## config.mk

```make
export PLATFORM = sky130hd
export DESIGN_NAME = fp_mult_result_collector_flat
export DESIGN_NICKNAME = d
export VERILOG_FILES = /design/src/rtl/fp_mult_result_collector_pkg.sv /design/src/rtl/fp_mult_result_collector_if.sv /design/src/rtl/fp_mult_result_collector_fifo.sv /design/src/rtl/fp_mult_result_collector.sv /design/src/flat_wrapper.sv
export SDC_FILE = /design/constraint.sdc
export NUM_CORES = 1
export LEC_CHECK = 0
export CAP_MARGIN = 5
export CORE_MARGIN = 4
export CORE_UTILIZATION = 58
export DETAILED_ROUTE_END_ITERATION = 6
export GPL_ROUTABILITY_DRIVEN = 0
export PLACE_DENSITY = 0.91
export SLEW_MARGIN = 20
export SYNTH_ARGS = -nofsm -noshare
export SYNTH_HDL_FRONTEND = slang
export SYNTH_SLANG_ARGS = --single-unit
export TNS_END_PERCENT = 50
```

## constraint.sdc

```tcl
create_clock -name clk -period 5.7 [get_ports clk]
set_input_delay 1.14 -clock clk [delete_from_list [all_inputs] [get_ports clk]]
set_output_delay 1.14 -clock clk [all_outputs]
set_load 0.005 [all_outputs]
```

## src/rtl/fp_mult_result_collector_pkg.sv

```systemverilog
//============================================================================
// Module   : fp_mult_pkg
// Brief    : Shared types and status-bit indices for the FP multiplier
//            result collector.
// Revision : 1.0 - initial release
//============================================================================
`default_nettype none

package fp_mult_pkg;

    localparam int STATUS_W   = 8;

    localparam int ST_ZERO    = 0;
    localparam int ST_INF     = 1;
    localparam int ST_NAN     = 2;
    localparam int ST_TINY    = 3;
    localparam int ST_HUGE    = 4;
    localparam int ST_INEXACT = 5;

    typedef struct packed {
        logic [31:0]         z;
        logic [STATUS_W-1:0] st;
    } fp_res_t;

endpackage

`default_nettype wire

```

## src/rtl/fp_mult_result_collector_if.sv

```systemverilog
//============================================================================
// Module   : fp_mult_result_collector_if
// Brief    : Operand-issue and result-stream signals of the collector.
// Revision : 1.0 - initial release
//============================================================================
`default_nettype none

interface fp_mult_result_collector_if;
    import fp_mult_pkg::*;

    logic                op_valid;
    logic                op_ready;
    logic [31:0]         z;
    logic [STATUS_W-1:0] status;
    logic                res_valid;
    logic                res_ready;
    logic [31:0]         res_z;
    logic [STATUS_W-1:0] res_status;

    // master: upstream issuer / multiplier / result consumer side
    modport master (
        output op_valid, z, status, res_ready,
        input  op_ready, res_valid, res_z, res_status
    );

    modport slave (
        input  op_valid, z, status, res_ready,
        output op_ready, res_valid, res_z, res_status
    );

endinterface

`default_nettype wire

```

## src/rtl/fp_mult_result_collector_fifo.sv

```systemverilog
//============================================================================
// Module   : fp_res_fifo
// Brief    : First-word-fall-through result FIFO with occupancy output.
// Revision : 1.0 - initial release
//============================================================================
`default_nettype none

module fp_res_fifo
    import fp_mult_pkg::*;
#(
    parameter int DEPTH = 8
) (
    input  wire logic                  clk,
    input  wire logic                  rst,
    input  wire logic                  i_push,
    input  wire fp_res_t               i_din,
    input  wire logic                  i_pop,
    output fp_res_t                    o_dout,
    output logic [$clog2(DEPTH):0]     o_level,
    output logic                       o_full,
    output logic                       o_empty
);

    localparam int c_AW = $clog2(DEPTH);

    logic [c_AW:0] r_wr_ptr;
    logic [c_AW:0] r_rd_ptr;
    fp_res_t       r_mem [DEPTH];
    logic          w_do_push;
    logic          w_do_pop;

    assign o_empty   = (r_wr_ptr == r_rd_ptr);
    assign o_full    = (r_wr_ptr[c_AW] != r_rd_ptr[c_AW]) &&
                       (r_wr_ptr[c_AW-1:0] == r_rd_ptr[c_AW-1:0]);
    assign o_level   = r_wr_ptr - r_rd_ptr;
    // A push into a full FIFO is legal only when the head leaves this cycle
    assign w_do_push = i_push && (!o_full || i_pop);
    assign w_do_pop  = i_pop && !o_empty;
    assign o_dout    = o_empty ? '0 : r_mem[r_rd_ptr[c_AW-1:0]];

    always_ff @(posedge clk or negedge rst) begin
        if (!rst) begin
            r_wr_ptr <= '0;
            r_rd_ptr <= '0;
        end else begin
            if (w_do_push) r_wr_ptr <= r_wr_ptr + 1'b1;
            if (w_do_pop)  r_rd_ptr <= r_rd_ptr + 1'b1;
        end
    end

    always_ff @(posedge clk) begin
        if (w_do_push) r_mem[r_wr_ptr[c_AW-1:0]] <= i_din;
    end

endmodule

`default_nettype wire

```

## src/rtl/fp_mult_result_collector.sv

```systemverilog
//============================================================================
// Module   : fp_mult_result_collector
// Brief    : Tags multiplier issues, buffers aligned results, issues
//            credit-based op_ready, accumulates sticky flags and drops.
// Revision : 1.0 - initial release
//============================================================================
`default_nettype none

module fp_mult_result_collector
    import fp_mult_pkg::*;
#(
    parameter int DEPTH = 8,
    parameter int LAT   = 2,
    parameter int CNT_W = 8
) (
    input  wire logic                  clk,
    input  wire logic                  rst,
    fp_mult_result_collector_if.slave  bus,
    input  wire logic                  sticky_clr,
    output logic [STATUS_W-1:0]        sticky_flags,
    output logic [$clog2(DEPTH):0]     level,
    output logic [CNT_W-1:0]           drop_cnt
);

    localparam int c_SUM_W = $clog2(DEPTH + LAT + 1) + 1;

    logic [LAT-1:0]      r_tag;
    logic [STATUS_W-1:0] r_sticky;
    logic [CNT_W-1:0]    r_drop;
    logic [c_SUM_W-1:0]  w_inflight;
    logic [c_SUM_W-1:0]  w_committed;
    logic                w_arrival;
    logic                w_pop;
    logic                w_push;
    logic                w_drop;
    logic                w_full;
    logic                w_empty;
    fp_res_t             w_din;
    fp_res_t             w_dout;

    generate
        if (LAT == 1) begin : g_tag_lat1
            always_ff @(posedge clk or negedge rst) begin
                if (!rst) r_tag <= '0;
                else      r_tag <= bus.op_valid;
            end
        end else begin : g_tag_latn
            always_ff @(posedge clk or negedge rst) begin
                if (!rst) r_tag <= '0;
                else      r_tag <= {r_tag[LAT-2:0], bus.op_valid};
            end
        end
    endgenerate

    assign w_arrival = r_tag[LAT-1];

    always_comb begin
        w_inflight = '0;
        for (int i = 0; i < LAT; i++) begin
            w_inflight = w_inflight + c_SUM_W'(r_tag[i]);
        end
    end

    // Same-cycle pops are deliberately not credited back
    assign w_committed  = c_SUM_W'(level) + w_inflight;
    assign bus.op_ready = (w_committed < c_SUM_W'(DEPTH));

    assign w_pop         = bus.res_valid && bus.res_ready;
    assign w_push        = w_arrival && (!w_full || w_pop);
    assign w_drop        = w_arrival && w_full && !w_pop;
    assign w_din.z       = bus.z;
    assign w_din.st      = bus.status;
    assign bus.res_valid = !w_empty;
    assign bus.res_z     = w_dout.z;
    assign bus.res_status = w_dout.st;

    fp_res_fifo #(
        .DEPTH   (DEPTH)
    ) u_fifo (
        .clk     (clk),
        .rst     (rst),
        .i_push  (w_push),
        .i_din   (w_din),
        .i_pop   (w_pop),
        .o_dout  (w_dout),
        .o_level (level),
        .o_full  (w_full),
        .o_empty (w_empty)
    );

    // A clear coinciding with an arrival keeps the new event's flags
    always_ff @(posedge clk or negedge rst) begin
        if (!rst) begin
            r_sticky <= '0;
            r_drop   <= '0;
        end else begin
            if (w_arrival) begin
                r_sticky <= sticky_clr ? bus.status : (r_sticky | bus.status);
            end else if (sticky_clr) begin
                r_sticky <= '0;
            end
            if (w_drop && (r_drop != '1)) r_drop <= r_drop + 1'b1;
        end
    end

    assign sticky_flags = r_sticky;
    assign drop_cnt     = r_drop;

endmodule

`default_nettype wire

```

## src/flat_wrapper.sv

```systemverilog
// flat-port wrapper written by rule: the top's interface ports become plain ports
module fp_mult_result_collector_flat import fp_mult_pkg::*;
#(
    parameter int DEPTH = 8,
    parameter int LAT   = 2,
    parameter int CNT_W = 8
)
  (clk, rst, sticky_clr, sticky_flags, level, drop_cnt, bus_op_valid, bus_z, bus_status, bus_res_ready, bus_op_ready, bus_res_valid, bus_res_z, bus_res_status);
  fp_mult_result_collector_if bus_i ();
  input  wire logic clk;
  input  wire logic rst;
  input  wire logic sticky_clr;
  output logic [STATUS_W-1:0] sticky_flags;
  output logic [$clog2(DEPTH):0] level;
  output logic [CNT_W-1:0] drop_cnt;
  input wire logic [$bits(bus_i.op_valid)-1:0] bus_op_valid;
  input wire logic [$bits(bus_i.z)-1:0] bus_z;
  input wire logic [$bits(bus_i.status)-1:0] bus_status;
  input wire logic [$bits(bus_i.res_ready)-1:0] bus_res_ready;
  output wire logic [$bits(bus_i.op_ready)-1:0] bus_op_ready;
  output wire logic [$bits(bus_i.res_valid)-1:0] bus_res_valid;
  output wire logic [$bits(bus_i.res_z)-1:0] bus_res_z;
  output wire logic [$bits(bus_i.res_status)-1:0] bus_res_status;
  assign bus_i.op_valid = bus_op_valid;
  assign bus_i.z = bus_z;
  assign bus_i.status = bus_status;
  assign bus_i.res_ready = bus_res_ready;
  assign bus_op_ready = bus_i.op_ready;
  assign bus_res_valid = bus_i.res_valid;
  assign bus_res_z = bus_i.res_z;
  assign bus_res_status = bus_i.res_status;
  fp_mult_result_collector #(.DEPTH(DEPTH), .LAT(LAT), .CNT_W(CNT_W)) u_core (.clk(clk), .rst(rst), .bus(bus_i), .sticky_clr(sticky_clr), .sticky_flags(sticky_flags), .level(level), .drop_cnt(drop_cnt));
endmodule
```

# Word-level counts from Yosys, hierarchy flattened
# Memories as Yosys holds them, arrays and structs flattened.
# Index checks and enable logic that the tools add are counted.
[classes]
add_sub_neg = 6
n_lt_le_gt_ge = 1
n_eq_ne = 4
mux = 6
bitwise = 1
n_reduce_logical = 13
[op_table]
columns = ["cell", "n"]
rows = [
  ["$mux 40", 1],
  ["$mux 8", 3],
  ["$add 4x1->4 const B", 2],
  ["$add 8x1->8 const B", 1],
  ["$logic_and 1x1->1", 8],
  ["$ne 8x8->1 const B", 1],
  ["$or 8x8->8", 1],
  ["$add 4x5->5", 1],
  ["$lt 5x4->1 const B", 1],
  ["$eq 4x4->1", 1],
  ["$sub 4x4->4", 1],
  ["$eq 3x3->1", 1],
  ["$logic_not 1->1", 3],
  ["$add 1x1->2", 1],
  ["$mux 1", 2],
  ["$reduce_bool 2->1", 1],
  ["$logic_or 1x1->1", 1],
  ["$ne 1x1->1", 1],
]
[word_totals]
register_bits = 26
ramBits = 320
inputBits = 45
out_inout_bits = 62
wordCells = 37
mem_count = 1
[memory_table]
columns = ["memory", "words", "width", "rd", "rd_ports_with_merged_regs", "wr", "line", "rtl"]
rows = [
  ["u_core.u_fifo.r_mem", 8, 40, 1, 0, 1, "fp_mult_result_collector_fifo.sv:28", "fp_res_t r_mem [DEPTH];"],
]

# Logic depth before layout (Yosys ltp)
# Gate-level depths: netlist of the first run.
[depth]
depth_word = 8
mapped_depth = 9
mapped_depth_nobuf = 7

# Modules after synthesis
# A second synthesis of the first run with hierarchy kept.
[hier_totals]
cells_unflattened = 784
hier_area_um2 = 13879.6
[modules_own_cells]
columns = ["module", "instances", "cells_each", "area_each_um2", "seq_area_each_um2"]
rows = [
  ["fp_res_fifo", 1, 701, 13058.8, 9809.4],
  ["fp_mult_result_collector", 1, 83, 820.8, 450.4],
]

# Worst setup path after synthesis of the first run
# OpenSTA, ideal clock, no wires.
[synth_timing]
path_type = "register to register"
from = "reg u_core.u_fifo.r_rd_ptr[2]"
to = "mem u_core.u_fifo.r_mem[0][0] (netlist name), enable pin"
setup_time_ns = 0.487
arrival_ns = 4.525
setup_slack_ns = 0.688
stages_incl_launch_ff = 9
n_path_buf = 2
path_cell_list = "dfrtp_1 > clkbuf_1 > clkbuf_1 > inv_1 > ha_1 > nand3_1 > o31a_1 > nand2_1 > nor3_1"
[synth_via]
elab_chain_len = 8
[synth_lines]
columns = ["item", "line", "rtl"]
rows = [
  ["start: declaration", "fp_mult_result_collector_fifo.sv:27", "logic [c_AW:0] r_rd_ptr;"],
  ["start signal: assignment", "fp_mult_result_collector_fifo.sv:47", "if (w_do_pop) r_rd_ptr <= r_rd_ptr + 1'b1;"],
  ["$eq 4x4->1 / $eq 3x3->1 (equally long branches)", "fp_mult_result_collector_fifo.sv:32, fp_mult_result_collector_fifo.sv:34", ""],
  ["$logic_not 1->1 / $logic_and 1x1->1 (equally long branches)", "fp_mult_result_collector.sv:73, fp_mult_result_collector_fifo.sv:33", ""],
  ["$logic_and 1x1->1 / $logic_not 1->1 (equally long branches)", "fp_mult_result_collector.sv:68, fp_mult_result_collector_fifo.sv:37, fp_mult_result_collector.sv:69", ""],
  ["$logic_or 1x1->1 *", "fp_mult_result_collector_fifo.sv:37, fp_mult_result_collector.sv:69", ""],
  ["$logic_and 1x1->1", "fp_mult_result_collector.sv:69", "assign w_push = w_arrival && (!w_full || w_pop);"],
  ["$logic_and 1x1->1 *", "fp_mult_result_collector_fifo.sv:37", "assign w_do_push = i_push && (!o_full || i_pop);"],
  ["$mux 1 *", "fp_mult_result_collector_fifo.sv:52", "if (w_do_push) r_mem[r_wr_ptr[c_AW-1:0]] <= i_din;"],
  ["$mux 1 (implied by the code) *", "fp_mult_result_collector_fifo.sv:52", ""],
  ["end: declaration", "fp_mult_result_collector_fifo.sv:28", ""],
]
# Mark *: on every way between the ends. The rest lies on a longest branch, timed or not.

# Worst setup path in the final report of the first run
[layout_timing]
from = "reg u_core.u_fifo.r_rd_ptr[0]"
to = "out bus_res_z[31]"
[layout_via]
elab_chain_len = 2
[layout_lines]
columns = ["item", "line", "rtl"]
rows = [
  ["$mem_v2 8x40 / $eq 4x4->1 (equally long branches)", "--", ""],
  ["$mux 40 *", "fp_mult_result_collector_fifo.sv:39", "assign o_dout = o_empty ? '0 : r_mem[r_rd_ptr[c_AW-1:0]];"],
  ["end: declaration", "flat_wrapper.sv:22", "output wire logic [$bits(bus_i.res_z)-1:0] bus_res_z;"],
]
# Marked as above.

==> results.sh, run 1 <==
export IMPL_dieArea_mm2=0.02557
export IMPL_clock_skew_ps=9.505
export IMPL_cts_hold_buf=0
export IMPL_post_route_drc_count=0
export IMPL_tns_ps=0
export IMPL_netlist_top_cells_area="edfxtp_1, mux4_2, dfrtp_1"
export IMPL_drv_slew=0
export IMPL_worstPathRequired_ps=4560
export IMPL_cts_tree="done"
export IMPL_wl_per_cell_um=25.74
export IMPL_yosysUniqueCellTypes=33
export IMPL_period_share=0.8353
export IMPL_worstPathMaxFanout=32
export IMPL_maxCapViolations=0
export IMPL_max_slew_margin=0.2704
export IMPL_nets=867
export IMPL_syn_inst=688
export IMPL_cts_resized_gates=0
export IMPL_firstDrtPassIters=5
export IMPL_run_status="completed"
export IMPL_cts_buffer_depth=3
export IMPL_synth_most_common_cell="edfxtp_1"
export IMPL_clk_latency_ps=510
export IMPL_worstSetupStartpointType="flip-flop"
export IMPL_crit_path_end_kind="output port"
export IMPL_setup_viol=0
export IMPL_clkSinkCount=346
export IMPL_cts_buffers=35
export IMPL_worstPathArrival_ps=3620
export IMPL_worst_path_largest_cell_delay_ps=800
export IMPL_start_util=0.5910
export IMPL_ys_seq_area_frac=0.7667
export IMPL_vias=6993
export IMPL_synth_common_cells="edfxtp_1, nand2_1, mux4_2"
export IMPL_cts_root_buf="clkbuf_16"
export IMPL_die_w_um=159.9
export IMPL_yosys_warnings=0
export IMPL_die_y_um=159.9
export IMPL_fin_crit_ps=4761
export IMPL_yosys_area_top_type="edfxtp_1"
export IMPL_async_flop_share=0.07514
export IMPL_nFillCells=1329
export IMPL_overflow=0
export IMPL_grt_max_degree=83
export IMPL_placed_cells=1059
export IMPL_cp_slowest_cell="nor2_4"
export IMPL_p_per_area_mw_per_mm2=529.6
export IMPL_clk_pin_slew_worst_paths_ps=60
export IMPL_dpl_hpwl_um=15110
export IMPL_grt_setup_unrepaired="false"
export IMPL_synth_ff_latch_count=346
export IMPL_critical_path_class="reg2out"
export IMPL_via_per_inst=6.244
export IMPL_p_leak_nw=5.345
export IMPL_ios=107
export IMPL_rows=55
export IMPL_ant_nets=0
export IMPL_h_tree_depth=2
export IMPL_io_buffers=106
export IMPL_antenna_found_initial=1
export IMPL_stdcell_count=1120
export IMPL_avgSynthCellArea_um2=19.45
export IMPL_worstHoldPathType="reg2reg"
export IMPL_hold_viol_final=0
export IMPL_max_freq_ghz=0.2100
export IMPL_grt_pass1_wl_um=44350
export IMPL_synth_edf_count=320
export IMPL_crit_path_cell_trace="ha_1, nand3_1, nor2_4, buf_4, a21oi_1, clkdlybuf4s50_1"
export IMPL_routed_wl_um=28820
export IMPL_ir_drop_v=0.0004109
export IMPL_diodes=0
export IMPL_synth_fp_nets=742
export IMPL_synth_area_mm2=0.01338
export IMPL_syn2layout_area_growth_pct=19.22
export IMPL_synth_main_ff_cell="edfxtp_1"
export IMPL_max_slew_worst_pin_slew_ps=1093
export IMPL_coreArea_mm2=0.02264
export IMPL_drt_initial_drc_count=497
export IMPL_grt_pass1_vias=7406
export IMPL_grt_total_usage=0.2277
export IMPL_synth_top_area_share=0.7181
export IMPL_postCtsSetupRepairBufs=0
export IMPL_drive_gt1_frac=0.1904
kinds of logic after synthesis:
logic type               synth area share
AO/OA/AOI/OAI                     0.02235
XOR/XNOR                         0.008509
adder cells (fa/ha/maj)          0.008977
buffers and inverters             0.01561
flip-flops                         0.7667
multiplexers                       0.1372
AND/OR/NAND/NOR                   0.04067
critical path, delay by kind of cell (launching register included):
kind	cells	cell delay, ps
buf+inv	2	850
fa+ha+maj	1	420
compound gates	1	130
simple gates	2	1000
flops	1	710
worst paths after layout:
path | startpoint | end | slack (ps) | cells after the start
max | u_core.u_fifo.r_rd_ptr[0]$_DFFE_PN0P_ | bus_res_z[31] | 940 | 6
min reg2reg | u_core.r_tag[0]$_DFF_PN0_ | u_core.r_tag[1]$_DFF_PN0_ | 380 | 0
max reg2reg | u_core.u_fifo.r_rd_ptr[0]$_DFFE_PN0P_ | u_core.u_fifo.r_mem[6][27]$_DFFE_PP_ | 2120 | 6
min in group asynchronous | rst | u_core.r_tag[1]$_DFF_PN0_ | 1000 | 2
min | u_core.r_tag[0]$_DFF_PN0_ | u_core.r_tag[1]$_DFF_PN0_ | 380 | 0
max in group asynchronous | rst | u_core.u_fifo.r_rd_ptr[2]$_DFFE_PN0P_ | 4410 | 2
area by class of cell:
type | count | area (um^2) | share of cell area
flip-flops and latches | 346 | 10270 | 0.6436
clock buffers | 44 | 919.6 | 0.05764
multi-input cells | 291 | 2968 | 0.1860
inverters | 18 | 67.56 | 0.004235
well taps | 285 | 356.6 | 0.02235
clock inverters | 15 | 152.6 | 0.009568
repair buffers | 121 | 1221 | 0.07654
flip-flops by register name, indices dropped and copies added, names as in the netlist:
signal / cells
u_core.drop_cnt: 8
u_core.u_fifo.r_wr_ptr: 4
u_core.r_tag: 2
u_core.u_fifo.r_rd_ptr: 4
u_core.u_fifo.r_mem: 320
u_core.sticky_flags: 8
layout by cell type, fill, tap and decap left out, types with 2 or more instances in the layout:
master           Yosys  final
edfxtp_1           320    320
clkdlybuf4s50_1      0    106
nand2_1            100    100
mux4_2              80     80
a21oi_1             41     41
clkbuf_16            0     35
dfrtp_1             26     23
inv_1               18     16
buf_4                0     11
o21ai_0             10     10
ha_1                 8      8
clkbuf_1            16      8
xnor2_1              7      7
xor2_1               6      6
nor2_4               0      6
clkinv_2             0      6
nand3_1              5      5
clkinv_1             0      4
nor2_1               9      3
nor3_1               5      3
bufinv_16            0      3
inv_2                0      2
and3_1               2      2
nand2b_1             2      2
nor3_2               0      2
mux2_1               2      2
nor4_1               2      2
buf_16               0      2
buf_6                1      2
dfrtp_4              0      2
routing by layer:
metal | global-route usage | up-vias | wire, um | share of wire
met1 | 0.3005 | 3619 | 10890 | 0.38
li1 | - | 2964 | - | -
met4 | 0.08330 | 2 | 818 | 0.028
met3 | 0.04103 | 64 | 2133 | 0.074
met5 | 0 | - | 13 | 0.00045
met2 | 0.3872 | 344 | 14970 | 0.52
metrics by stage:
step                area (um^2)  power [W]  setup WS [ps]  hold WS, ps  utilization
finish                    15950   0.008449          938.5        381.2       0.7047
global route              15950   0.008857          721.0        408.6       0.7047
CTS                       15890   0.008498          786.0        382.0       0.7019
detailed placement        14820   0.006272           1379        366.0       0.6545
global placement          14820   0.006183           1404        372.3       0.6545
floorplan                 13380   0.004950          688.4        359.7            -
where the power goes:
| part | switching [W] | internal (W) |
|---|---|---|
| Combinational | 0.00142 | 0.00149 |
| Clock | 0.000901 | 0.00128 |
| Sequential | 0.000192 | 0.00317 |
Power figures use the tool's default switching activity.
==> inputs of run 2 (changes only) <==
==> constraint.sdc (replaced) <==
create_clock -name clk -period 4.7 [get_ports clk]
set_input_delay 0.94 -clock clk [delete_from_list [all_inputs] [get_ports clk]]
set_output_delay 0.94 -clock clk [all_outputs]
set_load 0.005 [all_outputs]
==> results.sh, run 2 (synthesis gave the netlist of run 1 again) <==
export IMPL_setup_viol=0
export IMPL_vias=6920
export IMPL_hp_start="u_core.r_tag[0]$_DFF_PN0_"
export IMPL_cts_buffers=34
export IMPL_grt_pass1_vias=7424
export IMPL_cts_buffer_depth=3
export IMPL_fin_crit_ps=4005
export IMPL_die_y_um=159.9
export IMPL_grt_total_usage=0.2353
export IMPL_routed_wl_um=29560
export IMPL_worst_path_largest_cell_delay_ps=580
export IMPL_crit_path_end_kind="output port"
export IMPL_r2r_slack_ps=1510
export IMPL_cts_resized_gates=0
export IMPL_drt_initial_drc_count=593
export IMPL_rows=55
export IMPL_via_per_inst=6.168
export IMPL_worstPathRequired_ps=3760
export IMPL_drv_slew=0
export IMPL_maxCapViolations=0
export IMPL_period_share=0.8521
export IMPL_hold_viol_final=0
export IMPL_stdcell_count=1122
export IMPL_crit_path_cell_trace="inv_1, fa_1, inv_1, ha_1, a31o_2, a2bb2oi_1, clkdlybuf4s50_1"
export IMPL_p_total_w=0.01045
export IMPL_io_buffers=106
export IMPL_p_leak_nw=5.391
export IMPL_cp_slowest_cell="fa_1"
export IMPL_clkSinkCount=346
export IMPL_max_freq_ghz=0.2497
export IMPL_whs_path_depth=0
export IMPL_placed_cells=1063
export IMPL_clk_latency_ps=520
export IMPL_nets=868
export IMPL_critical_path_class="reg2out"
export IMPL_max_slew_margin=0.2963
export IMPL_r2r_end="u_core.u_fifo.r_mem[6][14]$_DFFE_PP_"
export IMPL_grt_max_degree=84
export IMPL_ant_nets=0
export IMPL_grt_setup_unrepaired="false"
export IMPL_whs_endpoint="u_core.r_tag[1]$_DFF_PN0_"
export IMPL_diodes=0
export IMPL_dieArea_mm2=0.02557
export IMPL_dpl_hpwl_um=16140
export IMPL_p_per_area_mw_per_mm2=651.1
export IMPL_r2r_start="u_core.u_fifo.r_rd_ptr[1]$_DFFE_PN0P_"
export IMPL_run_status="completed"
export IMPL_syn2layout_area_growth_pct=19.99
export IMPL_overflow=0
export IMPL_worstPathArrival_ps=3060
export IMPL_clk_pin_slew_worst_paths_ps=60
export IMPL_clock_skew_ps=11.25
export IMPL_worstSetupStartpointType="flip-flop"
export IMPL_start_util=0.5910
export IMPL_max_slew_worst_pin_slew_ps=1056
export IMPL_grt_pass1_wl_um=45220
export IMPL_postCtsSetupRepairBufs=0
export IMPL_most_common_layout_cells="edfxtp_1, clkdlybuf4s50_1, nand2_1, mux4_2, a21oi_1"
export IMPL_post_route_drc_count=0
export IMPL_wl_per_cell_um=26.35
export IMPL_drive_gt1_frac=0.1959
export IMPL_coreArea_mm2=0.02264
export IMPL_antenna_found_initial=0
export IMPL_cts_hold_buf=0
export IMPL_ir_drop_v=0.0004895
export IMPL_cts_tree="done"
export IMPL_firstDrtPassIters=5
export IMPL_worstHoldPathType="reg2reg"
export IMPL_largest_reg_flops=320
export IMPL_worstPathMaxFanout=7
export IMPL_final_common_cell="edfxtp_1"
export IMPL_die_w_um=159.9
export IMPL_cts_root_buf="clkbuf_16"
export IMPL_h_tree_depth=2
export IMPL_rr_worst_depth=7
export IMPL_cpMostUsedCell="inv_1"
export IMPL_ios=107
==> run 2: area by class of cell <==
class	count	area, um^2
Multi-Input combinational cell	291	2974
Tap cell	285	356.6
Inverter	18	67.56
Fill cell	1324	6584
Clock buffer	44	962.2
Clock inverter	15	201.4
Timing Repair Buffer	123	1226
Sequential cell	346	10270
==> run 2: where the power goes <==
group / internal (W) / switching (W)
sequential: 0.00385 / 0.000200
combinational: 0.00182 / 0.00177
clock: 0.00172 / 0.00110
==> run 2: how the worst max path moves through the flow <==
stage / from / end / depth (start not counted)
after floorplan: u_core.u_fifo.r_rd_ptr[2]$_DFFE_PN0P_ / u_core.u_fifo.r_mem[1][0]$_DFFE_PP_ / 8
after global placement: bus_res_ready / u_core.u_fifo.r_mem[4][31]$_DFFE_PP_ / 5
after detailed placement: bus_res_ready / u_core.u_fifo.r_mem[4][33]$_DFFE_PP_ / 5
after CTS: u_core.u_fifo.r_wr_ptr[1]$_DFFE_PN0P_ / bus_op_ready / 7
after global routing: u_core.u_fifo.r_rd_ptr[1]$_DFFE_PN0P_ / bus_res_valid / 7
final: u_core.u_fifo.r_wr_ptr[1]$_DFFE_PN0P_ / bus_op_ready / 7
==> run 2: metrics by stage <==
stage / cell area [um^2] / setup TNS, ps / hold slack, ps / utilization / setup WS, ps
after floorplan: 13390 / -11140 / 359.7 / - / -278.4
after global placement: 14890 / 0 / 372.8 / 0.6578 / 1309
after detailed placement: 14890 / 0 / 385.7 / 0.6578 / 1230
after CTS: 16060 / 0 / 397.1 / 0.7092 / 712.1
after global routing: 16060 / 0 / 407.6 / 0.7092 / 579.7
final: 16060 / 0 / 400.6 / 0.7092 / 695.1
==> run 2: per-layer routing <==
metal	share of wire	wire length, um	vias up	GRT usage
li1	-	-	2970	-
met2	0.53	15650	290	0.4058
met5	0	0	-	0
met3	0.060	1778	61	0.04284
met1	0.38	11190	3599	0.3037
met4	0.032	941	0	0.08878
==> run 2: critical path, delay by kind of cell, from the launching register on <==
kind / cells / cell delay (ps)
buf+inv: 3 / 750
flops: 1 / 530
compound gates: 2 / 390
fa+ha+maj: 2 / 880
==> inputs of run 3 (changes only) <==
--- a/config.mk
+++ b/config.mk
@@ -7,10 +7,10 @@
 export LEC_CHECK = 0
 export CAP_MARGIN = 5
 export CORE_MARGIN = 4
-export CORE_UTILIZATION = 58
+export CORE_UTILIZATION = 52
 export DETAILED_ROUTE_END_ITERATION = 6
 export GPL_ROUTABILITY_DRIVEN = 0
-export PLACE_DENSITY = 0.91
+export PLACE_DENSITY = 0.86
 export SLEW_MARGIN = 20
 export SYNTH_ARGS = -nofsm -noshare
 export SYNTH_HDL_FRONTEND = slang
==> constraint.sdc (replaced) <==
create_clock -name clk -period 3.25 [get_ports clk]
set_input_delay 0.65 -clock clk [delete_from_list [all_inputs] [get_ports clk]]
set_output_delay 0.65 -clock clk [all_outputs]
set_load 0.005 [all_outputs]
==> results.sh, run 3 (synthesis gave the netlist of run 1 again) <==
export IMPL_run_status="completed"
export IMPL_start_util=0.5299
export IMPL_place_area_mm2=0.01506
export IMPL_clock_skew_ps=15.05
export IMPL_internal_power_w=0.01060
export IMPL_most_common_layout_cells="edfxtp_1, clkdlybuf4s50_1, nand2_1, mux4_2, clkbuf_16"
export IMPL_p_total_w=0.01521
export IMPL_dpl_hpwl_um=14720
export IMPL_period_share=0.9899
export IMPL_h_tree_depth=2
export IMPL_ios=107
export IMPL_layout_setup_ws_ps=32.96
export IMPL_hold_viol_final=0
export IMPL_switching_share=0.3034
export IMPL_clk_pin_slew_worst_paths_ps=60
export IMPL_worst_path_largest_cell_delay_ps=570
export IMPL_worstPathMaxFanout=5
export IMPL_max_slew_margin=0.5451
export IMPL_max_freq_ghz=0.3108
export IMPL_worstPathArrival_ps=2570
export IMPL_grt_max_degree=83
export IMPL_clk_latency_ps=510
export IMPL_wl_per_cell_um=24.46
export IMPL_cts_root_buf="clkbuf_16"
export IMPL_syn2layout_area_growth_pct=22.43
export IMPL_r2r_slack_ps=810
export IMPL_critPathBufInv=2
export IMPL_clkSinkCount=346
export IMPL_drt_initial_drc_count=662
export IMPL_grt_pass1_vias=7334
export IMPL_overflow=0
export IMPL_antenna_found_initial=2
export IMPL_routed_wl_um=28780
export IMPL_p_per_area_mw_per_mm2=928.6
export IMPL_worstSetupStartpointType="flip-flop"
export IMPL_via_per_inst=5.924
export IMPL_post_route_drc_count=0
export IMPL_post_route_cell_area_mm2=0.01638
export IMPL_seqCellArea_mm2=0.01027
export IMPL_worstPathRequired_ps=2600
export IMPL_p_sw_w=0.004617
export IMPL_crit_family="adder cells"
export IMPL_comb_power_share=0.378
export IMPL_firstDrtPassIters=5
export IMPL_fin_crit_ps=3217
export IMPL_die_w_um=168.4
export IMPL_io_buffers=106
export IMPL_setup_viol=0
export IMPL_die_y_um=168.4
export IMPL_cts_hold_buf=0
export IMPL_grt_total_usage=0.2007
export IMPL_nets=880
export IMPL_final_common_cell="edfxtp_1"
export IMPL_maxCapViolations=0
export IMPL_cp_slowest_cell="dfrtp_4"
export IMPL_cts_buffers=34
export IMPL_cts_buffer_depth=3
export IMPL_p_seq_frac=0.380
export IMPL_place_ws_ps=197.2
export IMPL_diodes=0
export IMPL_max_slew_worst_pin_slew_ps=677.1
export IMPL_critical_path_class="reg2out"
export IMPL_rows=58
export IMPL_grt_pass1_wl_um=43190
export IMPL_p_leak_nw=5.479
export IMPL_dieArea_mm2=0.02836
export IMPL_nFillCells=1650
export IMPL_crit_path_cell_trace="ha_4, fa_1, inv_1, ha_1, a31o_2, a2bb2oi_1, clkbuf_2"
export IMPL_ir_drop_v=0.0005771
export IMPL_crit_path_end_kind="output port"
export IMPL_drive_gt1_frac=0.2397
export IMPL_multi_input_area_mm2=0.003134
export IMPL_worstHoldPathType="reg2reg"
export IMPL_drv_slew=0
export IMPL_vias=6973
export IMPL_grt_setup_unrepaired="true"
export IMPL_ant_nets=0
export IMPL_cts_tree="done"
export IMPL_coreArea_mm2=0.02525
export IMPL_largest_reg_flops=320
export IMPL_power_frac_clock=0.242
-- run 3: cell types whose count changed in the layout (fill, tap and decap cells not counted), moves of 4 or more --
cell	change
clkdlybuf4s50_1	-5
a21oi_1	-23
buf_16	+4
a21oi_2	+21
-- run 3: layout make-up --
class | instances | share of cell area
flip-flops and latches | 346 | 0.6268
inverters | 18 | 0.004124
well taps | 330 | 0.02520
clock buffers | 39 | 0.05308
repair buffers | 135 | 0.08951
multi-input cells | 291 | 0.1913
clock inverters | 18 | 0.01000
-- run 3: path summary, 6_finish.rpt --
kind,startpoint,endpoint,depth (start not counted)
worst max-delay path,u_core.u_fifo.r_rd_ptr[0]$_DFFE_PN0P_,bus_op_ready,7
worst min-delay path,u_core.r_tag[0]$_DFF_PN0_,u_core.r_tag[1]$_DFF_PN0_,0
worst max register to register,u_core.u_fifo.r_rd_ptr[0]$_DFFE_PN0P_,u_core.u_fifo.r_mem[0][36]$_DFFE_PP_,6
worst min register to register,u_core.r_tag[0]$_DFF_PN0_,u_core.r_tag[1]$_DFF_PN0_,0
max in group asynchronous,rst,u_core.u_fifo.r_rd_ptr[0]$_DFFE_PN0P_,2
min in group asynchronous,rst,u_core.drop_cnt[6]$_DFFE_PN0P_,2
-- run 3: power groups by stage --
stage / clock (W) / combinational [W] / sequential [W]
floorplan: 0 / 0.00290 / 0.00579
global placement: 0 / 0.00526 / 0.00578
finish: 0.00368 / 0.00575 / 0.00578
detailed placement: 0 / 0.00531 / 0.00583
CTS: 0.00373 / 0.00558 / 0.00577
global route: 0.00395 / 0.00621 / 0.00582
-- run 3: stage by stage --
| step | utilization | setup TNS (ps) | hold WS, ps | cells |
|---|---|---|---|---|
| finish | 0.6487 | 0 | 387.0 | 1177 |
| detailed placement | 0.5963 | 0 | 381.7 | 1115 |
| global placement | 0.5963 | 0 | 382.3 | 1115 |
| floorplan | - | -12080 | 354.4 | 688 |
| CTS | 0.6430 | -172.1 | 391.0 | 1175 |
| global route | 0.6487 | -83.27 | 404.5 | 1177 |
-- run 3: metal layers --
metal / global-route usage / part of all wire
met2: 0.3548 / 0.53
met3: 0.03428 / 0.061
met4: 0.04975 / 0.014
met5: 0 / 0.00090
met1: 0.2624 / 0.39
-- run 3: timing repair --
item / 4_1_cts / 5_1_grt
gates cloned: 2 / 2
buffers inserted: 1 / 0
pin swaps: 1 / 1
gates resized for setup: 22 / 22
setup endpoints to repair: 42 / 40
hold endpoints to repair: 0 / 0
==> edit, RTL diff (config.mk and constraints of run 2) <==
Register the output `bus.res_status`; this adds one clock of latency there.
--- a/src/rtl/fp_mult_result_collector.sv
+++ b/src/rtl/fp_mult_result_collector.sv
@@ -74,3 +74,5 @@
     assign bus.res_z     = w_dout.z;
-    assign bus.res_status = w_dout.st;
+    always_ff @(posedge clk) begin
+        bus.res_status <= w_dout.st;
+    end
 
Function: changed (a bounded check fails within 4 cycles, from zero or initial values and one cycle with rst low).
==> edit against run 2 <==
- synthesized cell count grew 1.2%
- synthesized area up 1.2%
- cell area grew 1.4%
- non-clock buffer count up 2
- hold slack got worse by 8.4 ps
- sequential cell count up 8
- die area up 1.1%
- setup slack gained 16 ps
- clock power is 1% lower
- total power is 0.10% higher
- wire length decreased by 0.60%
- critical path type unchanged
- largest cell class unchanged
- largest power group unchanged
==> edit: results <==
{
  "cts.root.buffer_cell": "clkbuf_16",
  "yosysUniqueCellTypes": 34,
  "hpwlAfterDp_mm": 16.9,
  "yosysWarningCount": 0,
  "critical_path_data_arrival_time_ps": 3050,
  "cp-endpoint": "bus_op_ready",
  "post_cts_resize_count": 0,
  "power.leakage_nw": 5.47,
  "buffer_ports.inserted": 106,
  "timing.hold.ws_ps": 392,
  "ys_seq_area_share_pct": 76.9,
  "max-vdd-ir-drop_uv": 511,
  "outcome": "completed",
  "post_drt_via_cell_ratio": 6.03,
  "antenna_found_initial": 0,
  "fill_cell_instance_count_of_the_final_layout": 1313,
  "grt_pass1_vias": 7435,
  "worstHoldStart": "u_core.r_tag[0]$_DFF_PN0_",
  "cp_max_fo": 7,
  "number_of_flip_flops_under_the_largest_register_name": 320,
  "worstReg2RegStart": "u_core.u_fifo.r_rd_ptr[1]$_DFFE_PN0P_",
  "finalClockSkew_ps": 11.5,
  "r2r_end": "u_core.u_fifo.r_mem[4][7]$_DFFE_PP_",
  "slew_headroom_pct": 42.7,
  "largest_net_degree_at_the_start_of_global_routing": 84,
  "worstHoldEndpoint": "u_core.r_tag[1]$_DFF_PN0_",
  "synth_fp_nets": 750,
  "synth.top_cells.by_count": "edfxtp_1 (320), nand2_1 (100), mux4_2 (80)",
  "grt_util_all_layers_pct": 23.0,
  "post_drt_wl_per_cell_um": 25.2,
  "ctsLongestPathBuffers": 3,
  "final_layout_size_suffix_gt1_share_pct": 19.5,
  "cts.reportedPaths.clkPinSlew_ps": 60,
  "h-tree-depth": 2,
  "timing.hold.worst.class": "register to register",
  "post-cts-setup-buffers": 0,
  "drt_first_pass_iters": 7,
  "layout.nets": 879,
  "grt_first_pass_wirelength_mm": 44.8,
  "synthArstFlopShare_pct": 7.34,
  "cell_area_placed_um2": 15100,
  "worstRegToRegCells": 7,
  "critical_path.startpoint": "u_core.u_fifo.r_wr_ptr[1]$_DFFE_PN0P_",
  "r2r_slack_ps": 1480,
  "numCtsBuffers": 35,
  "antennaDiodeCount": 0,
  "ys.flop_type": "edfxtp_1",
  "worst_skew_pair.late_latency_ps": 510,
  "synth_edf_count": 320,
  "holdPathStages": 0,
  "drt_first_iter_violations": 681,
  "synth_top_cells_by_area": "edfxtp_1 (71%), mux4_2 (13%), dfrtp_1 (4.8%)"
}
edit: cell count changes in the layout (fill, tap and decap cells not counted), sizes merged:
cell | before | now
dfxtp | 0 | 8
buf | 17 | 19
clkbuf | 44 | 46
clkinv | 8 | 10
bufinv | 5 | 4
inv | 18 | 19
edit: area by class of cell:
cell class	count	area [µm²]	area share, %
Sequential cell	354	10400	64.1
Multi-Input combinational cell	291	2970	18.3
Timing Repair Buffer	125	1270	7.78
Clock buffer	46	960	5.90
Tap cell	313	392	2.41
Clock inverter	17	189	1.16
Inverter	18	67.6	0.415
edit: power breakdown:
part	internal [mW]	leakage (nW)	switching, mW
Sequential	3.95	3.30	0.216
Clock	1.66	0.558	1.12
Combinational	1.78	1.61	1.73
Total	7.40	5.47	3.07
edit: stage by stage:
step           cells  worst slack [ps]  TNS, ps
6_report        1164               711        0
4_1_cts         1164               710        0
3_5_place_dp    1101              1200        0
2_1_floorplan    696              -278   -11130
5_1_grt         1164               613        0
3_3_place_gp    1101              1340        0
edit: kinds of logic (layout without fill, tap and decap cells):
logic type                 Yosys count  count (layout)  synth area share, %
buffers and inverters               51             206                 1.54
DFF                                354             354                 76.9
adders and majority gates            9               9                0.887
xor gates and xnor gates            13              13                0.841
muxes                               83              83                 13.6
AOI/OAI and AO/OA                   56              56                 2.21
and+or+nand+nor                    130             130                 4.02
edit: worst max-delay path, stage by stage, from the launching register on:
cell,delay [ps]
dfrtp_1,540
inv_1,170
fa_1,590
inv_1,60
ha_1,280
a31o_2,240
a2bb2oi_1,130
clkdlybuf4s50_1,530
edit: routing by layer:
metal / up-vias / global-route usage [%] / part of all wire [%]
met5: - / 0 / 0
met3: 72 / 4.18 / 5.9
met2: 316 / 40.4 / 53
li1: 3009 / - / -
met1: 3622 / 28.5 / 37
met4: 0 / 9.69 / 4.0
